`src/rtl/t_flip_flop.sv`:
```
// Toggle flip-flop with asynchronous active-low clear; one stage of the ripple chain.
module t_flip_flop (
  input  logic clk,
  input  logic Reset,
  input  logic t,
  output logic q
);

  // Toggle storage: inverts on a clock edge when t is set, cleared by Reset.
  always_ff @(posedge clk or negedge Reset) begin
    if (!Reset) begin
      q <= 1'b0;
    end else if (t) begin
      q <= ~q;
    end else begin
      q <= q;
    end
  end

endmodule

```
`src/rtl/ripple_down_top.sv`:
```
// N-bit ripple down-counter with a Clock-synchronous view of the count,
// a zero flag and registered wrap (borrow-out) detection and counting.
module ripple_down_top #(
  parameter int N      = 4,
  parameter int WRAP_W = 8
) (
  input  logic              Clock,
  input  logic              Reset,
  input  logic              Enable,
  output logic [N-1:0]      outBus,
  output logic [N-1:0]      outSync,
  output logic              zero,
  output logic              wrap,
  output logic [WRAP_W-1:0] wrapCount
);

  localparam logic [N-1:0]      ALL_ONES = {N{1'b1}};
  localparam logic [WRAP_W-1:0] WRAP_ONE = {{(WRAP_W-1){1'b0}}, 1'b1};

  logic [N-1:0]      stage_q_s;
  logic [N-1:0]      sync_r;
  logic              prev_zero_r;
  logic              wrap_r;
  logic [WRAP_W-1:0] wrap_count_r;
  logic              wrap_set_s;

  // Rising edge of the previous stage clocks the next one, which makes the chain count down.
  for (genvar i = 0; i < N; i++) begin : g_stage
    if (i == 0) begin : g_lsb
      t_flip_flop u_tff (
        .clk   (Clock),
        .Reset (Reset),
        .t     (Enable),
        .q     (stage_q_s[i])
      );
    end else begin : g_upper
      t_flip_flop u_tff (
        .clk   (stage_q_s[i-1]),
        .Reset (Reset),
        .t     (1'b1),
        .q     (stage_q_s[i])
      );
    end
  end

  // A wrap is the captured count moving from 0 straight to all-ones.
  always_comb begin
    wrap_set_s = 1'b0;
    if (prev_zero_r && (sync_r == ALL_ONES)) begin
      wrap_set_s = 1'b1;
    end else begin
      wrap_set_s = 1'b0;
    end
  end

  // Synchronous capture of the settled ripple count and wrap bookkeeping.
  always_ff @(posedge Clock or negedge Reset) begin
    if (!Reset) begin
      sync_r       <= {N{1'b0}};
      prev_zero_r  <= 1'b0;
      wrap_r       <= 1'b0;
      wrap_count_r <= {WRAP_W{1'b0}};
    end else begin
      sync_r      <= stage_q_s;
      prev_zero_r <= (sync_r == {N{1'b0}});
      wrap_r      <= wrap_set_s;
      if (wrap_set_s) begin
        wrap_count_r <= wrap_count_r + WRAP_ONE;
      end else begin
        wrap_count_r <= wrap_count_r;
      end
    end
  end

  assign outBus    = stage_q_s;
  assign outSync   = sync_r;
  assign zero      = (sync_r == {N{1'b0}});
  assign wrap      = wrap_r;
  assign wrapCount = wrap_count_r;

endmodule

```
`config.mk`:
```
export PLATFORM = sky130hd
export DESIGN_NAME = ripple_down_top
export DESIGN_NICKNAME = d
export VERILOG_FILES = /design/src/rtl/t_flip_flop.sv /design/src/rtl/ripple_down_top.sv
export SDC_FILE = /design/constraint.sdc
export NUM_CORES = 1
export LEC_CHECK = 0
export ABC_AREA = 1
export CORE_ASPECT_RATIO = 1.1
export CORE_MARGIN = 10
export CORE_UTILIZATION = 30
export CTS_CLUSTER_DIAMETER = 50
export CTS_CLUSTER_SIZE = 12
export DETAILED_ROUTE_END_ITERATION = 8
export GPL_ROUTABILITY_DRIVEN = 1
export SYNTH_ARGS = -nofsm -noshare
export SYNTH_HDL_FRONTEND = slang
export SYNTH_SLANG_ARGS = --single-unit
```
`constraint.sdc`:
```
create_clock -name Clock -period 1.3 [get_ports Clock]
set_clock_uncertainty 0.05 [all_clocks]
set_input_delay 0.13 -clock Clock [delete_from_list [all_inputs] [get_ports Clock]]
set_output_delay 0.13 -clock Clock [all_outputs]
set_load 0.02 [all_outputs]
```
== Yosys cells after proc, flatten, opt, wreduce, memory -nomap -nowiden ==
Index checks and enable logic that the tools add are counted.
Operators by class
  $add $sub $neg: 1
  multiply operators: 0
  divide/modulo/power cells: 0
  $lt $le $gt $ge: 0
  equal/unequal tests: 1
  shift operators: 0
  mux-type cells: 1
  bitwise operators: 4
  reductions and logical operators: 2
Operators with widths (count)
  adder 8 x 1 -> 8 bit (second input constant): 1
  equality test 4 bit (second input constant): 1
  zero test 4 bit: 1
  NOT 1 bit: 4
  logical AND 1 bit: 1
  2-to-1 mux 1 bit: 1
Storage, ports and cells
  register bits: 18
  latch bits: 0
  memory bits (writable): 0
  memory bits (read-only): 0
  input port bits: 3
  output and inout port bits: 18
  memories kept: 0

== Longest topological paths before layout ==
  word-level depth: 3
  mapped depth: 6
  gate-level depth less buffers: 6

== By module ==
A second synthesis with hierarchy kept.
Unflattened totals
  cell total of the unflattened synthesis: 87
  area total of the unflattened synthesis: 808.3 um2
Modules (own cells, without submodules)
  ripple_down_top: instances 1, cells an instance 63, area an instance 633.1 um2, seq. area each 350.3 um2
  t_flip_flop: instances 4, cells an instance 6, area an instance 43.8 um2, seq. area each 25.0 um2

==> run_results.csv <==
group,metric,value,unit
status,status,"complete, but fails checks",
status,violations,"setup timing",
worst_setup_path,criticalPathCategory,"register to primary output",
logic_synthesis,synthCells,75,
sta,period_share,107,%
logic_synthesis,synth_area,753,µm²
global_route,grt_pass1_wl,2920,µm
sta,fmax,718,MHz
global_route,antenna_found_initial,0,
floorplanning,dieArea,4920,µm²
logic_synthesis,avgSynthCellArea,10.0,µm²
clock_tree,tritoncts.num_buffers,3,
logic_synthesis,ys_top_cells_by_count,"nand2_1 (25), dfrtp_1 (18), inv_1 (7)",
layout,insertedDiodeCount,0,
global_route,grtUsageMet2,10.8,%
placed_design,place_hpwl,1220,µm
routing,ant_nets,0,
routing,drt-initial-drc-count,34,
floorplanning,ioPinCount,21,
layout,final_util,48.1,%
logic_synthesis,synth.distinct_cells,16,
power,p_switching,0.593,mW
logic_synthesis,muxShareOfSynthArea,0,%
worst_setup_path,cp.arrival,1.21,ns
layout,multi_input_area,273,µm²
power,p_int,1.03,mW
logic_synthesis,synth_flop_cell,"dfrtp_1",
global_route,grt_usage,7.65,%
logic_synthesis,synth_top_family_by_area,"simple AND/OR/NAND/NOR gates",
clock_tree,clkLatencyLatePin,0.28,ns
sta,max_slew.worst_pin.slew,0.234,ns
power,ir_drop,1.11,mV
clock_tree,cts_buffer_depth,2,
worst_setup_path,critPathMaxFanout,3,
logic_synthesis,synth_area_leader_cell,"dfrtp_1",
sta,unclocked_regs,3,
floorplanning,fp.dieW,67.8,µm
clock_tree,cts_tree,"built",
power,cellPowerDensity,1460,nW/µm²
sta,grt_setup_unrepaired,"yes",
sta,fin_crit,1.39,ns
logic_synthesis,ys_top_cells_by_area,"dfrtp_1 (60%), nand2_1 (12%), buf_4 (4.0%)",
logic_synthesis,yosysWarnings,0,
routing,wl,1610,µm
routing,vias,610,
power,p_comb_share,43.2,%
sta,finalHoldViolations,0,
layout,syn_to_final_growth,48.2,%
logic_synthesis,synth_top_cell_area_share,59.8,%
clock_tree,clock-root-buffer,"clkbuf_4",
routing,dr.pass1.iters,3,
job,drv_cap,0,
clock_tree,hold_buffers,0,
sta,timing.hold.ws,0.117,ns
logic_synthesis,syn_nets,79,
sta,setup_ws,-0.0922,ns
layout,register_area,450,µm²
placed_design,port_buffers,20,
floorplanning,start_util,32.5,%
clock_tree,cts_max_level,1,
power,p_leak,0.578,nW
floorplanning,core,2320,µm²
global_route,grtUsageMet3,7.22,%
logic_synthesis,yosysMostFrequentCell,"nand2_1",
worst_setup_path,cp-start-kind,"register",
global_route,grt_max_degree,19,
placed_design,gp_congestion,0.732,
logic_synthesis,ys_seq_elements,18,
floorplanning,row_count,18,
min_path,hp-class,"input port to asynchronous set/reset pin",
sta,untimed_endpoints,9,
layout,layout-drive-gt1-share,28.4,%
layout,fillCellCount,237,
routing,drc_errors,0,
power,p_clk_share,16.4,%
logic_synthesis,synth_xor_area_share,3.32,%
logic_synthesis,seq_area_frac_synth,59.8,%
power,p_sw_share,36.4,%
power,power_frac_seq,40.5,%
layout,layout.nets,114,
global_route,overflow,0,
sta,setup_viol,1,
global_route,busiest_layer,"met2",
logic_synthesis,synthArstFlopShare,100,%
sta,slew_violations,0,
routing,vias_per_cell,4.39,
clock_tree,path_clk_slew,0.09,ns
logic_synthesis,synthSimpleGateAreaFrac,24.3,%
logic_synthesis,synthAdderAreaFrac,1.66,%
sta,slew_headroom,84.3,%
floorplanning,dieHeight,72.6,µm
global_route,grt_use_met1,8.34,%
placed_design,dp_slack,-0.259,ns
logic_synthesis,synth_edf_count,0,
logic_synthesis,synth_compound_area_share,1.99,%
worst_setup_path,required,1.12,ns
routing,wl_per_cell,11.6,µm
global_route,grt_pass1_vias,651,
worst_setup_path,critPathCaptureType,"primary output",
==> worst max-delay path, stage by stage (launching register included) <==
cell     delay (ns)
dfrtp_1        0.43
nor4_4         0.31
buf_4          0.19
==> kinds of logic after synthesis <==
family          after synthesis
simple gates                 39
flops                        18
buf+inv                      12
compound gates                3
xor+xnor                      2
fa+ha+maj                     1
==> per-stage QoR <==
step | setup TNS [ns] | power [mW] | cells | instance area [µm²]
floorplan | 0 | 1.01 | 75 | 759
global placement | -0.211 | 1.38 | 131 | 1040
detailed placement | -0.259 | 1.40 | 131 | 1040
CTS | -0.124 | 1.58 | 135 | 1050
global route | -0.274 | 1.76 | 139 | 1120
finish | -0.0922 | 1.63 | 139 | 1120
==> cell usage in the layout, fill, tap and decap left out, drive strengths merged <==
cell	count
nand2	25
nor2	4
inv	7
ha	1
buf	17
o21ai	3
xor2	2
nor4	1
nand3	4
nand4	2
dfrtp	18
nand3b	3
clkdlybuf4s50	5
clkbuf	5
dlygate4sd2	10
clkdlybuf4s15	2
==> sequential cells by signal, summed over array words and instances (netlist names) <==
signal,flops
wrapCount,8
outSync,4
g_stage.g_lsb.u_tff.q,1
wrap,1
g_stage.g_upper.u_tff.q,3
prev_zero_r,1
==> final cells by class <==
class	count	area share [%]
clock buffers	4	2.35
inverters	7	2.35
multi-input cells	45	24.4
flip-flops and latches	18	40.4
well taps	30	3.36
repair buffers	35	27.1
==> final timing paths <==
check | slack [ns] | cells after the start | end | start
min | 0.12 | 2 | wrapCount[1] | Reset
max in group asynchronous | 0.89 | 2 | wrapCount[5] | Reset
max | -0.09 | 2 | zero | outSync[1]
min in group Clock | 0.37 | 2 | g_stage[0].g_lsb.u_tff.q | Enable
min reg2reg | 0.45 | 1 | outSync[0] | g_stage[0].g_lsb.u_tff.q
max reg2reg | 0.05 | 7 | wrapCount[4] | outSync[1]
==> what timing repair did <==
item,4_1_cts,5_1_grt
pin swaps,1,5
setup endpoints to repair,15,6
setup buffers,0,4
gates resized for setup,23,16
==> per-layer routing <==
layer,part of all wire [%],vias to the layer above
li1,-,299
met1,38,287
met2,44,22
met3,16,2
met4,0.62,0
met5,0,-
==> power by group through the flow <==
stage / Combinational [mW] / Clock (mW) / Sequential (mW)
2_1_floorplan: 0.202 / 0 / 0.810
3_3_place_gp: 0.724 / 0 / 0.660
3_5_place_dp: 0.729 / 0 / 0.666
4_1_cts: 0.651 / 0.281 / 0.653
5_1_grt: 0.782 / 0.303 / 0.673
6_report: 0.703 / 0.266 / 0.659
Power figures use the tool's default switching activity.
